===== config.mk =====
export PLATFORM = sky130hd
export DESIGN_NAME = mcu_cmd_dispatcher
export DESIGN_NICKNAME = d
export VERILOG_FILES = /design/src/rtl/mcu_cmd_pkg.sv /design/src/rtl/pulse_stretch.sv /design/src/rtl/mcu_cmd_dispatcher.sv
export SDC_FILE = /design/constraint.sdc
export NUM_CORES = 1
export LEC_CHECK = 0
export ABC_AREA = 1
export BUFFER_PORTS_ARGS = -buffer_cell sky130_fd_sc_hd__buf_2
export CAP_MARGIN = 20
export CORE_ASPECT_RATIO = 0.8
export CORE_MARGIN = 1.5
export CORE_UTILIZATION = 60
export DETAILED_ROUTE_END_ITERATION = 8
export PLACE_DENSITY = 0.84
export SYNTH_ARGS = -nofsm -noshare
export SYNTH_HDL_FRONTEND = slang
export SYNTH_SLANG_ARGS = --single-unit

===== constraint.sdc =====
create_clock -name aclk -period 6.8 [get_ports aclk]
set_input_delay 1.02 -clock aclk [delete_from_list [all_inputs] [get_ports aclk]]
set_output_delay 1.02 -clock aclk [all_outputs]
set_load 0.02 [all_outputs]

===== src/rtl/mcu_cmd_pkg.sv =====
// Shared definitions for the MCU command dispatcher: command/response word layout,
// opcodes, status codes and FSM state encodings.
package mcu_cmd_pkg;

    localparam int REQ_BIT     = 31;
    localparam int OP_MSB      = 30;
    localparam int OP_LSB      = 28;
    localparam int CH_MSB      = 27;
    localparam int CH_LSB      = 24;
    localparam int PAYLOAD_MSB = 23;

    localparam int ACK_BIT  = 31;
    localparam int STAT_MSB = 30;
    localparam int STAT_LSB = 28;
    localparam int DATA_MSB = 27;

    typedef enum logic [2:0] {
        OP_NOP          = 3'd0,
        OP_GET_ENC      = 3'd1,
        OP_SET_PHASE_LO = 3'd2,
        OP_SET_PHASE_HI = 3'd3,
        OP_GET_PHASE_LO = 3'd4,
        OP_GET_PHASE_HI = 3'd5,
        OP_GET_INFO     = 3'd6,
        OP_RSVD         = 3'd7
    } opcode_e;

    typedef enum logic [2:0] {
        ST_OK          = 3'd0,
        ST_BAD_CHANNEL = 3'd1,
        ST_BAD_OPCODE  = 3'd2,
        ST_TIMEOUT     = 3'd3
    } status_e;

    typedef enum logic [1:0] {
        S_IDLE     = 2'd0,
        S_EXEC     = 2'd1,
        S_WAIT_ENC = 2'd2,
        S_RESP     = 2'd3
    } state_e;

endpackage


===== src/rtl/pulse_stretch.sv =====
// Retriggerable pulse stretcher: output high for exactly CYCLES cycles after the
// last trigger, so slower-clocked consumers see the strobe.
module pulse_stretch #(
    parameter int CYCLES = 16
) (
    input  logic aclk,
    input  logic aresetn,
    input  logic trig,
    output logic pulse
);
    localparam int CW = $clog2(CYCLES + 1);

    logic [CW-1:0] cnt;

    always_ff @(posedge aclk) begin
        if (!aresetn) begin
            cnt <= '0;
        end else if (trig) begin
            cnt <= CW'(CYCLES);
        end else if (cnt != '0) begin
            cnt <= cnt - CW'(1);
        end
    end

    assign pulse = (cnt != '0);

endmodule


===== src/rtl/mcu_cmd_dispatcher.sv =====
// Decodes toggle-handshaked MCU command words and services encoder reads and
// split DDS phase-increment writes/readbacks.
//
// state      | meaning
// S_IDLE     | waiting for req toggle to differ from seq_last; latch word
// S_EXEC     | validate channel/opcode, perform side effect, form response
// S_WAIT_ENC | encoder read enable held, waiting for enc_valid or timeout
// S_RESP     | drive to_mcu with ack toggle, status, data
module mcu_cmd_dispatcher
    import mcu_cmd_pkg::*;
#(
    parameter int          NUM_ENC         = 2,
    parameter int          NUM_DDS         = 2,
    parameter int          PHASE_INC_WIDTH = 27,
    parameter int unsigned PHASE_INC_RESET = 8388608,
    parameter int          VALID_CYCLES    = 16,
    parameter int          ENC_TIMEOUT     = 1024
) (
    input  logic                               aclk,
    input  logic                               aresetn,
    input  logic [31:0]                        from_mcu,
    output logic [31:0]                        to_mcu,
    output logic [NUM_ENC-1:0]                 enc_read_enable,
    input  logic [8*NUM_ENC-1:0]               enc_change,
    input  logic [NUM_ENC-1:0]                 enc_valid,
    output logic [PHASE_INC_WIDTH*NUM_DDS-1:0] phase_inc,
    output logic [NUM_DDS-1:0]                 phase_inc_valid,
    output logic                               busy
);
    localparam int W  = PHASE_INC_WIDTH;
    localparam int TW = $clog2(ENC_TIMEOUT + 1);
    localparam logic [4:0]   ENC_LIM   = 5'(NUM_ENC);
    localparam logic [4:0]   DDS_LIM   = 5'(NUM_DDS);
    localparam logic [W-1:0] PHASE_RST = W'(PHASE_INC_RESET);
    localparam logic [27:0]  INFO_WORD = {4'(NUM_ENC - 1), 4'(NUM_DDS - 1), 14'b0, 6'(W)};

    state_e      state, state_d;
    logic [31:0] cmd_q;
    logic        seq_last;
    logic [TW-1:0] timer;
    status_e     resp_status, st_d;
    logic [27:0] resp_data, data_d;
    logic [23:0]  stage_q [NUM_DDS];
    logic [W-1:0] phase_q [NUM_DDS];

    opcode_e      op;
    logic [3:0]   ch;
    logic [23:0]  payload;
    logic         enc_ch_ok, dds_ch_ok, sel_valid;
    logic [7:0]   sel_change;
    logic [W-1:0] sel_phase;
    logic [NUM_ENC-1:0] enc_sel;
    logic [NUM_DDS-1:0] dds_sel, commit;
    logic latch, wr_lo, wr_hi, rd_start, rd_done, set_resp, send;

    assign op        = opcode_e'(cmd_q[OP_MSB:OP_LSB]);
    assign ch        = cmd_q[CH_MSB:CH_LSB];
    assign payload   = cmd_q[PAYLOAD_MSB:0];
    assign enc_ch_ok = ({1'b0, ch} < ENC_LIM);
    assign dds_ch_ok = ({1'b0, ch} < DDS_LIM);
    assign busy      = (state != S_IDLE);

    // Channel selects by loop compare so out-of-range channels select nothing.
    always_comb begin
        enc_sel    = '0;
        sel_valid  = 1'b0;
        sel_change = '0;
        for (int i = 0; i < NUM_ENC; i++) begin
            enc_sel[i] = (ch == 4'(i));
            if (enc_sel[i]) begin
                sel_valid  = enc_valid[i];
                sel_change = enc_change[8*i +: 8];
            end
        end
    end

    always_comb begin
        dds_sel   = '0;
        sel_phase = '0;
        for (int i = 0; i < NUM_DDS; i++) begin
            dds_sel[i] = (ch == 4'(i));
            if (dds_sel[i]) sel_phase = phase_q[i];
        end
    end

    always_ff @(posedge aclk) begin
        if (!aresetn) state <= S_IDLE;
        else          state <= state_d;
    end

    always_comb begin
        state_d  = state;
        latch    = 1'b0;
        wr_lo    = 1'b0;
        wr_hi    = 1'b0;
        rd_start = 1'b0;
        rd_done  = 1'b0;
        set_resp = 1'b0;
        send     = 1'b0;
        st_d     = ST_OK;
        data_d   = '0;
        case (state)
            S_IDLE: begin
                if (from_mcu[REQ_BIT] != seq_last) begin
                    latch   = 1'b1;
                    state_d = S_EXEC;
                end
            end
            S_EXEC: begin
                state_d  = S_RESP;
                set_resp = 1'b1;
                case (op)
                    OP_NOP: ;
                    OP_GET_ENC: begin
                        if (enc_ch_ok) begin
                            rd_start = 1'b1;
                            set_resp = 1'b0;
                            state_d  = S_WAIT_ENC;
                        end else st_d = ST_BAD_CHANNEL;
                    end
                    OP_SET_PHASE_LO: if (dds_ch_ok) wr_lo = 1'b1; else st_d = ST_BAD_CHANNEL;
                    OP_SET_PHASE_HI: if (dds_ch_ok) wr_hi = 1'b1; else st_d = ST_BAD_CHANNEL;
                    OP_GET_PHASE_LO: begin
                        if (dds_ch_ok) data_d = {4'b0, sel_phase[23:0]};
                        else           st_d   = ST_BAD_CHANNEL;
                    end
                    OP_GET_PHASE_HI: begin
                        if (dds_ch_ok) data_d = 28'(sel_phase[W-1:24]);
                        else           st_d   = ST_BAD_CHANNEL;
                    end
                    OP_GET_INFO: data_d = INFO_WORD;
                    default:     st_d   = ST_BAD_OPCODE;
                endcase
            end
            S_WAIT_ENC: begin
                // Valid wins over an expiring timer in the same cycle.
                if (sel_valid) begin
                    rd_done  = 1'b1;
                    set_resp = 1'b1;
                    data_d   = {{20{sel_change[7]}}, sel_change};
                    state_d  = S_RESP;
                end else if (timer == '0) begin
                    rd_done  = 1'b1;
                    set_resp = 1'b1;
                    st_d     = ST_TIMEOUT;
                    state_d  = S_RESP;
                end
            end
            S_RESP: begin
                send    = 1'b1;
                state_d = S_IDLE;
            end
            default: state_d = S_IDLE;
        endcase
    end

    always_ff @(posedge aclk) begin
        if (!aresetn) begin
            cmd_q           <= '0;
            seq_last        <= 1'b0;
            to_mcu          <= '0;
            timer           <= '0;
            resp_status     <= ST_OK;
            resp_data       <= '0;
            enc_read_enable <= '0;
            for (int i = 0; i < NUM_DDS; i++) begin
                stage_q[i] <= '0;
                phase_q[i] <= PHASE_RST;
            end
        end else begin
            if (latch) cmd_q <= from_mcu;
            if (set_resp) begin
                resp_status <= st_d;
                resp_data   <= data_d;
            end
            if (rd_start) begin
                enc_read_enable <= enc_sel;
                timer           <= TW'(ENC_TIMEOUT - 1);
            end else if (state == S_WAIT_ENC && timer != '0) begin
                timer <= timer - TW'(1);
            end
            if (rd_done) enc_read_enable <= '0;
            if (send) begin
                to_mcu[ACK_BIT]           <= cmd_q[REQ_BIT];
                to_mcu[STAT_MSB:STAT_LSB] <= resp_status;
                to_mcu[DATA_MSB:0]        <= resp_data;
                seq_last                  <= cmd_q[REQ_BIT];
            end
            for (int i = 0; i < NUM_DDS; i++) begin
                if (wr_lo && dds_sel[i]) stage_q[i] <= payload;
                if (wr_hi && dds_sel[i]) phase_q[i] <= {payload[W-25:0], stage_q[i]};
            end
        end
    end

    assign commit = wr_hi ? dds_sel : '0;

    for (genvar g = 0; g < NUM_DDS; g++) begin : g_dds
        assign phase_inc[g*W +: W] = phase_q[g];

        pulse_stretch #(.CYCLES(VALID_CYCLES)) u_stretch (
            .aclk    (aclk),
            .aresetn (aresetn),
            .trig    (commit[g]),
            .pulse   (phase_inc_valid[g])
        );
    end

endmodule

# Word-level counts from Yosys, hierarchy flattened
# Memory sizes are Yosys's and may differ from the RTL's.
# Index checks and enable logic that the tools add are counted.
dict set report totals {
  regBits 121
  ram_bits 102
  out_inout_bits 91
  elab_cells 122
  mem_count 2
}
dict set report op_classes {
  add_sub_neg 3
  magnitude_cmp 1
  eq_ne 13
  muxes 62
  n_bitwise 5
  reduce_logical 23
}
# name words width rd rd_ports_with_merged_regs write_ports line
set mem_list {}
lappend mem_list {phase_q 2 27 2 0 2 mcu_cmd_dispatcher.sv:44} ;# logic [W-1:0] phase_q [NUM_DDS];
lappend mem_list {stage_q 2 24 2 0 2 mcu_cmd_dispatcher.sv:43} ;# logic [23:0] stage_q [NUM_DDS];
# operator n
set op_table {}
lappend op_table {{$mux W27} 4}
lappend op_table {{$pmux W25 S3} 1}
lappend op_table {{$mux W24} 3}
lappend op_table {{$pmux W28 S2} 1}
lappend op_table {{$mux W1} 33}
lappend op_table {{$mux W28} 1}
lappend op_table {{$mux W10} 2}
lappend op_table {{$mux W5} 4}
lappend op_table {{$mux W8} 2}
lappend op_table {{$mux W2} 6}
lappend op_table {{$logic_not A11 Y1} 1}
lappend op_table {{$reduce_bool A11 Y1} 1}
lappend op_table {{$sub A11 B1 Y11 const B} 1}
lappend op_table {{$reduce_bool A5 Y1} 2}
lappend op_table {{$reduce_or A2 Y1} 5}
lappend op_table {{$sub A5 B1 Y5 const B} 2}
lappend op_table {{$eq A3 B3 Y1 const B} 3}
lappend op_table {{$pmux W2 S2} 2}
lappend op_table {{$pmux W2 S4} 1}
lappend op_table {{$reduce_bool A2 Y1} 4}
lappend op_table {{$eq A3 B2 Y1 const B} 2}
lappend op_table {{$logic_and A1 B1 Y1} 5}
lappend op_table {{$reduce_or A5 Y1} 1}
lappend op_table {{$eq A2 B2 Y1 const B} 2}
lappend op_table {{other kinds (15)} 18}

# Logic depth before layout (Yosys ltp)
# Gate-level depths: netlist (run 1).
dict set report depth {
  ltp_word 9
  depth_mapped 11
  ltp_nobuf 11
}

# Cells and area by module
# Synthesis (run 1) repeated with hierarchy kept, for this count alone.
dict set report hier_totals {
  cells_unflattened 1061
  hier_area_um2 9053.7
}
# mod instances cells_per_inst area_per_inst_um2
set by_module_without_submodules {}
lappend by_module_without_submodules {mcu_cmd_dispatcher 1 993 8558.2}
lappend by_module_without_submodules {pulse_stretch 2 34 247.7}

# Worst setup path before layout (run 1)
# OpenSTA, ideal clock, no wires.
dict set report synth_timing {
  kind {flip-flop to flip-flop}
  start {register cmd_q[26]}
  end {memory stage_q[0][0], enable pin}
  t_arrival_ns 2.751
  slack_ns 3.610
  path_stages_with_launch 8
  synth_period_minus_slack_ns 3.190
  path_cell_list {dfxtp_1 -> nor2_4 -> nand2_2 -> inv_2 -> nand3_1 -> nor2_1 -> inv_1 -> o21ai_0}
}
# item line
set synth_rtl {}
lappend synth_rtl {{start, declared} mcu_cmd_dispatcher.sv:38} ;# logic [31:0] cmd_q;
lappend synth_rtl {{start signal, assigned} mcu_cmd_dispatcher.sv:171} ;# if (latch) cmd_q <= from_mcu;
lappend synth_rtl {{end, declared} mcu_cmd_dispatcher.sv:43}

==> summary.md, run 1 <==
| Metric | Value |
|---|---|
| Synth area leader | `edfxtp_1` |
| Fin crit share | `0.412` |
| Clock latency at the later pin of the worst-skew pair | `0.51 ns` |
| Vias per cell | `5.29` |
| Number of fillers in the final layout | `1058` |
| Data arrival time of the worst path | `2.93 ns` |
| Worst Slack Setup Final | `4.00 ns` |
| Sink Count | `216` |
| Row count | `39` |
| Maxcap violations | `0` |
| Worst endpoint required time | `6.93 ns` |
| Max frequency | `0.357 GHz` |
| Initial DRC count | `578` |
| DRT Pass-1 Iters | `6` |
| Ys async rst share | `0` |
| PD cells | `411 mW/mm2` |
| Vias in the first global route | `6453` |
| Hold WS | `0.454 ns` |
| Count leader, synth | `nand2_1` |
| Post-cts gate resize count | `0` |
| H-tree levels | `1` |
| Dpl cells | `1310` |
| Most frequent cells after synthesis | `nand2_1, nor2_1, inv_1` |
| Drt drc | `0` |
| Final core occ | `0.723` |
| Reg2reg start | `cmd_q[26]` |
| Register Area | `0.00535 mm2` |
| # diodes | `0` |
| Horiz. Die Dim | `140 um` |
| Avg WL per Cell | `15.0 um` |
| Synthesized instance count | `1033` |
| First-pass GRT wire length | `32.3 mm` |
| Chip height | `113 um` |
| Worst setup EP type | `flip-flop` |
| Root Driver | `clkbuf_16` |
| Initial antenna violation count | `0` |
| Total GRT Usage | `0.256` |
| Top FF cell, synth | `dfxtp_1` |
| Worst setup path startpoint | `cmd_q[26]` |
| Number of distinct library cells after synthesis | `37` |
| Post-route insts no fill | `1349` |
| Peak VDD IR | `0.215 mV` |
| Place WS | `3.53 ns` |
| CP max FO | `24` |
| Post-cts hold buffer count | `0` |
| Slew Viols, Final | `0` |
| Min-delay src | `cmd_q[23]` |
| Via count | `7139` |
| Largest net degree at the start of global routing | `102` |
| Area Overhead vs Synth | `15.7%` |
| Port Buffer Count | `141` |
| Synth warnings | `0` |
| Clock buffer depth | `3` |
| Status | `finished, final reports clean` |
| Min-Delay Path Class | `reg -> reg` |
| Critical path class | `reg -> reg` |
| Reg clk slew, reported paths | `0.07 ns` |
| RSZ-0062 raised after global routing | `false` |
| Total Neg Setup Slack | `0 ns` |
| Top cells by area, synth | `edfxtp_1, dfxtp_1, nand2_1` |
| CORE AREA | `0.0145 mm2` |
| Post-synth EDFFs | `102` |
| Netlist Area Pre-Place | `0.00905 mm2` |
| Tmin final | `2.80 ns` |
| Starting Density | `0.625` |
| Slew headroom | `0.267` |
| Total CTS buffers | `20` |
| Antenna Violating Nets Remaining | `0` |
| Congestion Overflow GR | `0` |
| WL final | `20.2 mm` |
| Register bit total from synthesis | `216` |
| Share of Yosys cell area claimed by the top area cell type | `0.338` |
| Final setup vio count | `0` |
| GP Congestion | `0.941` |
| Synth Net Count | `1094` |
| Die ar. | `0.0158 mm2` |
| CTS tree | `done` |
| Seq/Total Area, Yosys | `0.590` |
| Hpwl dp | `13.5 mm` |
| Share of post-route cells with drive strength above 1 | `0.177` |
| Final #Nets | `1212` |
| Final Hold Violating Endpoints | `0` |
| Startpoint Class | `flip-flop` |
| Skew final | `0.0195 ns` |
| Worst Tran Pin Value | `1.10 ns` |
| Pleak | `0.00475 uW` |
| I/O pin total | `143` |
| Setup repair bufs after CTS | `0` |
| Post-synthesis average cell area | `8.77 um2` |
| Multi-input logic area | `0.00293 mm2` |
[where the power goes]
group          leakage (uW)  total (uW)  internal (uW)  switching, uW
registers           0.00198        1750           1620            127
logic               0.00247        1490            489            997
clock network      0.000304        1080            601            474
total               0.00475        4310           2710           1600
[kinds of logic (layout without fill, tap and decap cells)]
logic type	after synthesis	in the layout	share of synthesized area
xor gates and xnor gates	9	9	0.00870
muxes	2	2	0.00221
other	1	1	0.000414
DFF	216	216	0.590
adders and majority gates	9	9	0.0124
buffers and inverters	188	320	0.0866
and+or+nand+nor	435	435	0.202
AOI/OAI and AO/OA	173	173	0.0976
[through the flow]
stage / total power, uW / area, um2
after global routing: 4600 / 10500
after detailed placement: 3210 / 9780
after floorplan: 2930 / 9050
final: 4310 / 10500
after CTS: 4300 / 10400
after global placement: 3170 / 9760
[per-layer routing]
layer  GRT usage  vias to the layer above  share of wire
met3      0.0398                       45          0.081
met5           0                        -              0
li1            -                     3551              -
met4      0.0877                        0          0.028
met2       0.410                      304           0.46
met1       0.360                     3239           0.43
[final cells by class]
type	count	area share
Timing Repair Buffer	150	0.0784
Tap cell	184	0.0220
Clock inverter	10	0.0102
Clock buffer	26	0.0509
Sequential cell	216	0.510
Inverter	134	0.0480
Multi-Input combinational cell	629	0.280
[worst paths after layout]
path                     to  slack, ns  cells after the start
max          stage_q[0][41]       4.00                      7
max reg2reg  stage_q[0][41]       4.00                      7
min               cmd_q[23]       0.45                      2
min reg2reg       cmd_q[23]       0.45                      2
[flip-flops by register name (all words and copies together) (netlist names)]
signal,cells
cmd_q,32
enc_read_enable,2
g_dds.u_stretch.cnt,10
phase_q,54
resp_data,26
resp_status,2
seq_last,1
stage_q,48
state,2
timer,11
to_mcu,28
[cells in the final DEF (no fill, tap or decap), drive strengths merged, types with 2 or more instances in the layout]
cell type | synthesis | layout
nand2 | 197 | 197
o22ai | 2 | 2
nor3 | 4 | 4
buf | 27 | 150
clkinv | 0 | 7
xor2 | 5 | 5
dfxtp | 114 | 114
nand4 | 6 | 6
clkbuf | 27 | 26
nand3 | 61 | 61
mux2i | 2 | 2
inv | 134 | 134
edfxtp | 102 | 102
xnor2 | 4 | 4
o211ai | 2 | 2
ha | 9 | 9
o21ai | 71 | 71
or2 | 6 | 6
clkinvlp | 0 | 2
a21oi | 95 | 95
a31oi | 2 | 2
nor2 | 159 | 159
[critical path, stage by stage, from the launching register on]
cell and delay (ns):
dfxtp_1 0.34, nor2_4 0.43, nand2_2 0.19, inv_2 0.18, nand3_1 0.13, nor2_1 0.29
nand2_1 0.08, nand2_1 0.78
No activity file was read; power rests on OpenSTA's default activity.
==> run 2, diff against run 1 <==
Settings changed: CORE_UTILIZATION 60 to 51, PLACE_DENSITY 0.84 to 0.76.
Clock period 6.8 ns to 2.55 ns, I/O delays scaled along.
==> run 2 against run 1 <==
  * Routed wire length is 1.2% higher
  * Combinational power rose to 2.7 times the previous value
  * Critical endpoint is now stage_q[0][0]
  * Power rose to 2.8 times the previous value
  * Clock skew decreased by 0.0053 ns
  * Final cell count rose by 3.8%
  * Register-to-register slack got worse by 3.5 ns
  * Die area is 17% higher
  * Fmax increased by 39%
  * Largest power group unchanged
==> summary.md, run 2 (synthesized netlist as in run 1, its figures left out) <==
| Metric | Value |
|---|---|
| Status | `finished, final reports clean` |
| Port Buffer Count | `141` |
| CORE AREA | `0.0174 mm2` |
| Most frequent cells in the layout | `nand2_1, nor2_1, buf_2` |
| Most frequent CP cell | `inv_1` |
| Total GRT Usage | `0.219` |
| RSZ-0062 raised after global routing | `false` |
| Crit path max-delay cell type | `dfxtp_1` |
| Worst setup EP type | `flip-flop` |
| Largest net degree at the start of global routing | `62` |
| Hpwl dp | `14.0 mm` |
| H-tree levels | `1` |
| Initial DRC count | `557` |
| Horiz. Die Dim | `152 um` |
| Starting Density | `0.521` |
| Share of post-route cells with drive strength above 1 | `0.187` |
| Cells on Worst Hold Path | `3` |
| Startpoint Class | `flip-flop` |
| Post-cts gate resize count | `0` |
| Peak VDD IR | `0.517 mV` |
| Max FFs per register | `54` |
| Final #Nets | `1221` |
| Sink Count | `216` |
| Min-delay src | `from_mcu[12]` |
| Worst Tran Pin Value | `0.558 ns` |
| Slowest cell delay on critical path | `0.35 ns` |
| R2R Path End | `stage_q[0][0]` |
| Die ar. | `0.0186 mm2` |
| Clock latency at the later pin of the worst-skew pair | `0.50 ns` |
| Tmin final | `2.02 ns` |
| Critical path class | `reg -> reg` |
| Pleak | `0.00483 uW` |
| Root Driver | `clkbuf_16` |
| Worst Hold End | `cmd_q[12]` |
| Hold WS | `0.155 ns` |
| Chip height | `122 um` |
| First-pass GRT wire length | `32.2 mm` |
| CTS tree | `done` |
| Reg2reg start | `state[1]` |
| GP Congestion | `0.935` |
| Max frequency | `0.494 GHz` |
| Slew headroom | `0.628` |
| Min-Delay Path Class | `in -> reg` |
| Slew Viols, Final | `0` |
| Maxcap violations | `0` |
| DRT Pass-1 Iters | `4` |
| Via count | `7019` |
| Final setup vio count | `0` |
| Vias per cell | `5.01` |
| I/O pin total | `143` |
| Most common cell after layout, fill and taps aside | `nand2_1` |
| Fin crit share | `0.793` |
| Congestion Overflow GR | `0` |
| Total CTS buffers | `21` |
| Biggest register | `phase_q` |
| Final Hold Violating Endpoints | `0` |
| Clock buffer depth | `3` |
| Setup repair bufs after CTS | `0` |
| PD cells | `1110 mW/mm2` |
| R2r setup slk | `0.53 ns` |
| CP max FO | `24` |
| Total Neg Setup Slack | `0 ns` |
| # diodes | `0` |
| Data arrival time of the worst path | `2.19 ns` |
| Reg clk slew, reported paths | `0.06 ns` |
| Critical-path cell list | `inv_1 > ha_1 > nand3_1 > nor2_1 > inv_1 > o21ai_2 > buf_4` |
| Skew final | `0.0142 ns` |
| Area Overhead vs Synth | `17.5%` |
| R2R depth | `7` |
| Worst endpoint required time | `2.72 ns` |
| Row count | `43` |
| Initial antenna violation count | `0` |
| Drt drc | `0` |
| Antenna Violating Nets Remaining | `0` |
| WL final | `20.4 mm` |
| Biggest regs | `phase_q x54, stage_q x48, cmd_q x32` |
| Vias in the first global route | `6256` |
| Post-cts hold buffer count | `0` |
| Avg WL per Cell | `14.6 um` |
run 2: layer usage:
layer	global-route usage	wire [um]	up-vias
met5	0	0	-
li1	-	-	3572
met2	0.336	8990	222
met1	0.316	9520	3177
met3	0.0349	1260	48
met4	0.0765	677	0
run 2: how the worst max path moves through the flow:
stage	startpoint	endpoint	slack, ns	cells past startpoint
finish	state[1]	stage_q[0][0]	0.53	7
global route	timer[0]	resp_data[22]	0.36	10
CTS	state[1]	stage_q[0][18]	0.57	7
detailed placement	state[1]	stage_q[0][11]	0.57	7
global placement	state[1]	stage_q[0][13]	0.62	7
floorplan	cmd_q[26]	stage_q[0][0]	0.007	7
run 2: layout make-up:
cell class / instances / area, um2
Inverter: 134 / 503
Multi-Input combinational cell: 629 / 2930
Clock buffer: 31 / 644
Timing Repair Buffer: 158 / 858
Clock inverter: 7 / 73.8
Sequential cell: 216 / 5350
Tap cell: 225 / 282
Fill cell: 1499 / 6740
run 2: worst max-delay path, delay by kind of cell, from the launching register on:
family | cells | cell delay [ns]
AOI/OAI and AO/OA | 1 | 0.11
adders and majority gates | 1 | 0.29
buffers and inverters | 3 | 0.51
DFF | 1 | 0.35
and+or+nand+nor | 2 | 0.41
run 2: report_power, final:
group          internal [uW]  switching (uW)  total [uW]  leakage [uW]
registers               4320             345        4660       0.00198
clock network           1860            1300        3160      0.000353
logic                   1350            2680        4020       0.00250
total                   7530            4320       11800       0.00483
run 2: through the flow:
| stage | util | instance area (um2) | power [uW] | setup WS [ns] | cells |
|---|---|---|---|---|---|
| 4_1_cts | 0.612 | 10600 | 11900 | 0.571 | 1400 |
| 6_report | 0.612 | 10600 | 11800 | 0.527 | 1400 |
| 5_1_grt | 0.612 | 10600 | 12700 | 0.359 | 1400 |
| 2_1_floorplan | - | 9050 | 7810 | 0.00697 | 1033 |
| 3_5_place_dp | 0.571 | 9920 | 8710 | 0.575 | 1362 |
| 3_3_place_gp | 0.571 | 9920 | 8630 | 0.622 | 1362 |
==> run 3, diff against run 2 <==
Settings changed: CORE_UTILIZATION 51 to 56, PLACE_DENSITY 0.76 to 0.79.
Clock period 2.55 ns to 2 ns, I/O delays scaled along.
==> run 3 against run 2 <==
  * Clock power is 38% higher
  * Core utilization up 7.5 points
  * Sequential cell count stayed put
  * Critical path depth is 2 higher
  * Highest routed layer unchanged
  * Final cell count about the same
==> summary.md, run 3 (synthesized netlist as in run 1, its figures left out) <==
| Metric | Value |
|---|---|
| Status | `finished, final reports clean` |
| Sink Count | `216` |
| Pleak | `0.00493 uW` |
| Worst Slack Setup Final | `0.101 ns` |
| Biggest regs | `phase_q x54, stage_q x48, cmd_q x32` |
| Most common cell after layout, fill and taps aside | `nand2_1` |
| Placed Instance Area | `0.0101 mm2` |
| Share of post-route cells with drive strength above 1 | `0.197` |
| CP max FO | `9` |
| PD cells | `1440 mW/mm2` |
| Slew headroom | `0.660` |
| R2R Path End | `resp_data[10]` |
| Vias per cell | `5.06` |
| Startpoint Class | `flip-flop` |
| Antenna Violating Nets Remaining | `0` |
| Data arrival time of the worst path | `2.28 ns` |
| Horiz. Die Dim | `145 um` |
| R2R depth | `9` |
| # diodes | `0` |
| Worst endpoint required time | `2.38 ns` |
| Final Hold Violating Endpoints | `0` |
| CORE AREA | `0.0158 mm2` |
| Vias in the first global route | `6052` |
| Tmin final | `1.90 ns` |
| Chip height | `117 um` |
| Peak VDD IR | `0.624 mV` |
| Worst setup EP type | `flip-flop` |
| Die ar. | `0.0169 mm2` |
| Clock buffer depth | `3` |
| Max frequency | `0.527 GHz` |
| Initial DRC count | `513` |
| Final setup vio count | `0` |
| Final #Nets | `1232` |
| WL final | `20.3 mm` |
| Place WS | `0.112 ns` |
| Port Buffer Count | `141` |
| Hpwl dp | `13.6 mm` |
| Root Driver | `clkbuf_16` |
| Avg WL per Cell | `14.5 um` |
| Starting Density | `0.573` |
| Worst Tran Pin Value | `0.510 ns` |
| Max FFs per register | `54` |
| Largest net degree at the start of global routing | `63` |
| Maxcap violations | `0` |
| Clock latency at the later pin of the worst-skew pair | `0.50 ns` |
| H-tree levels | `1` |
| Initial antenna violation count | `0` |
| Drt drc | `0` |
| Congestion Overflow GR | `0` |
| Fin crit share | `0.949` |
| Worst setup path end | `resp_data[10]` |
| Row count | `41` |
| I/O pin total | `143` |
| Reg2reg start | `timer[0]` |
| Critical path class | `reg -> reg` |
| Slew Viols, Final | `0` |
| Skew final | `0.0146 ns` |
| Worst setup path startpoint | `timer[0]` |
| Final instance area | `0.0109 mm2` |
| Min-Delay Path Class | `in -> reg` |
| R2r setup slk | `0.10 ns` |
| Post-cts hold buffer count | `0` |
| First-pass GRT wire length | `30.8 mm` |
| Reg clk slew, reported paths | `0.07 ns` |
| Total GRT Usage | `0.231` |
| CTS tree | `done` |
| GP Congestion | `0.951` |
| Number of fillers in the final layout | `1272` |
| Most frequent cells in the layout | `nand2_1, nor2_1, buf_2` |
| DRT Pass-1 Iters | `4` |
| Total CTS buffers | `21` |
| Register Area | `0.00535 mm2` |
| Via count | `7086` |
| Multi-input logic area | `0.00297 mm2` |
| Biggest register | `phase_q` |
| Area Overhead vs Synth | `19.9%` |
run 3: layer usage:
metal  global-route usage  wire length [um]  vias up  share of wire
li1                     -                 -     3600              -
met1                0.327              9330     3235           0.46
met2                0.366              9150      213           0.45
met3               0.0398              1280       38          0.063
met4               0.0782               522        0          0.026
met5                    0                 0        -              0
run 3: timing repair:
action	4_1_cts	5_1_grt
resized for setup	0	3
endpoints found under the setup margin	0	27
buffers inserted	0	0
run 3: worst max-delay path, stage by stage (launching register included):
cell and delay, ns:
dfxtp_1 0.31, inv_1 0.10, ha_1 0.24, nand2_1 0.12, nor2_2 0.19, nand3_2 0.16
nand3_4 0.18, nand3_2 0.24, nor2_1 0.18, nor2_1 0.06
run 3: area by class of cell:
class,count,share of cell area
repair buffers,168,0.0917
clock buffers,25,0.0525
multi-input cells,630,0.274
inverters,134,0.0463
flip-flops and latches,216,0.492
clock inverters,13,0.0186
well taps,215,0.0248
run 3: worst min path at each step:
stage | startpoint | endpoint | slack [ns] | cells past startpoint
2_1_floorplan | resp_data[26] | to_mcu[27] | 0.42 | 2
3_3_place_gp | resp_data[6] | to_mcu[6] | 0.44 | 2
3_5_place_dp | resp_data[9] | to_mcu[9] | 0.44 | 2
4_1_cts | from_mcu[13] | cmd_q[13] | 0.06 | 3
5_1_grt | from_mcu[20] | cmd_q[20] | 0.08 | 3
6_report | from_mcu[20] | cmd_q[20] | 0.08 | 3
run 3: stage by stage:
stage / TNS, ns / std cells / total power [uW] / hold slack, ns / util
global route: -0.0302 / 1401 / 16600 / 0.0770 / 0.687
floorplan: -0.809 / 1033 / 9960 / 0.423 / -
global placement: 0 / 1362 / 11000 / 0.438 / 0.636
finish: 0 / 1401 / 15700 / 0.0786 / 0.687
CTS: 0 / 1400 / 15600 / 0.0631 / 0.685
detailed placement: 0 / 1362 / 11200 / 0.439 / 0.636
run 3: report_power, final:
| group | switching, uW | total, uW | internal (uW) |
|---|---|---|---|
| sequential | 432 | 5930 | 5500 |
| combinational | 3530 | 5380 | 1850 |
| clock | 1650 | 4350 | 2700 |
| total | 5610 | 15700 | 10100 |
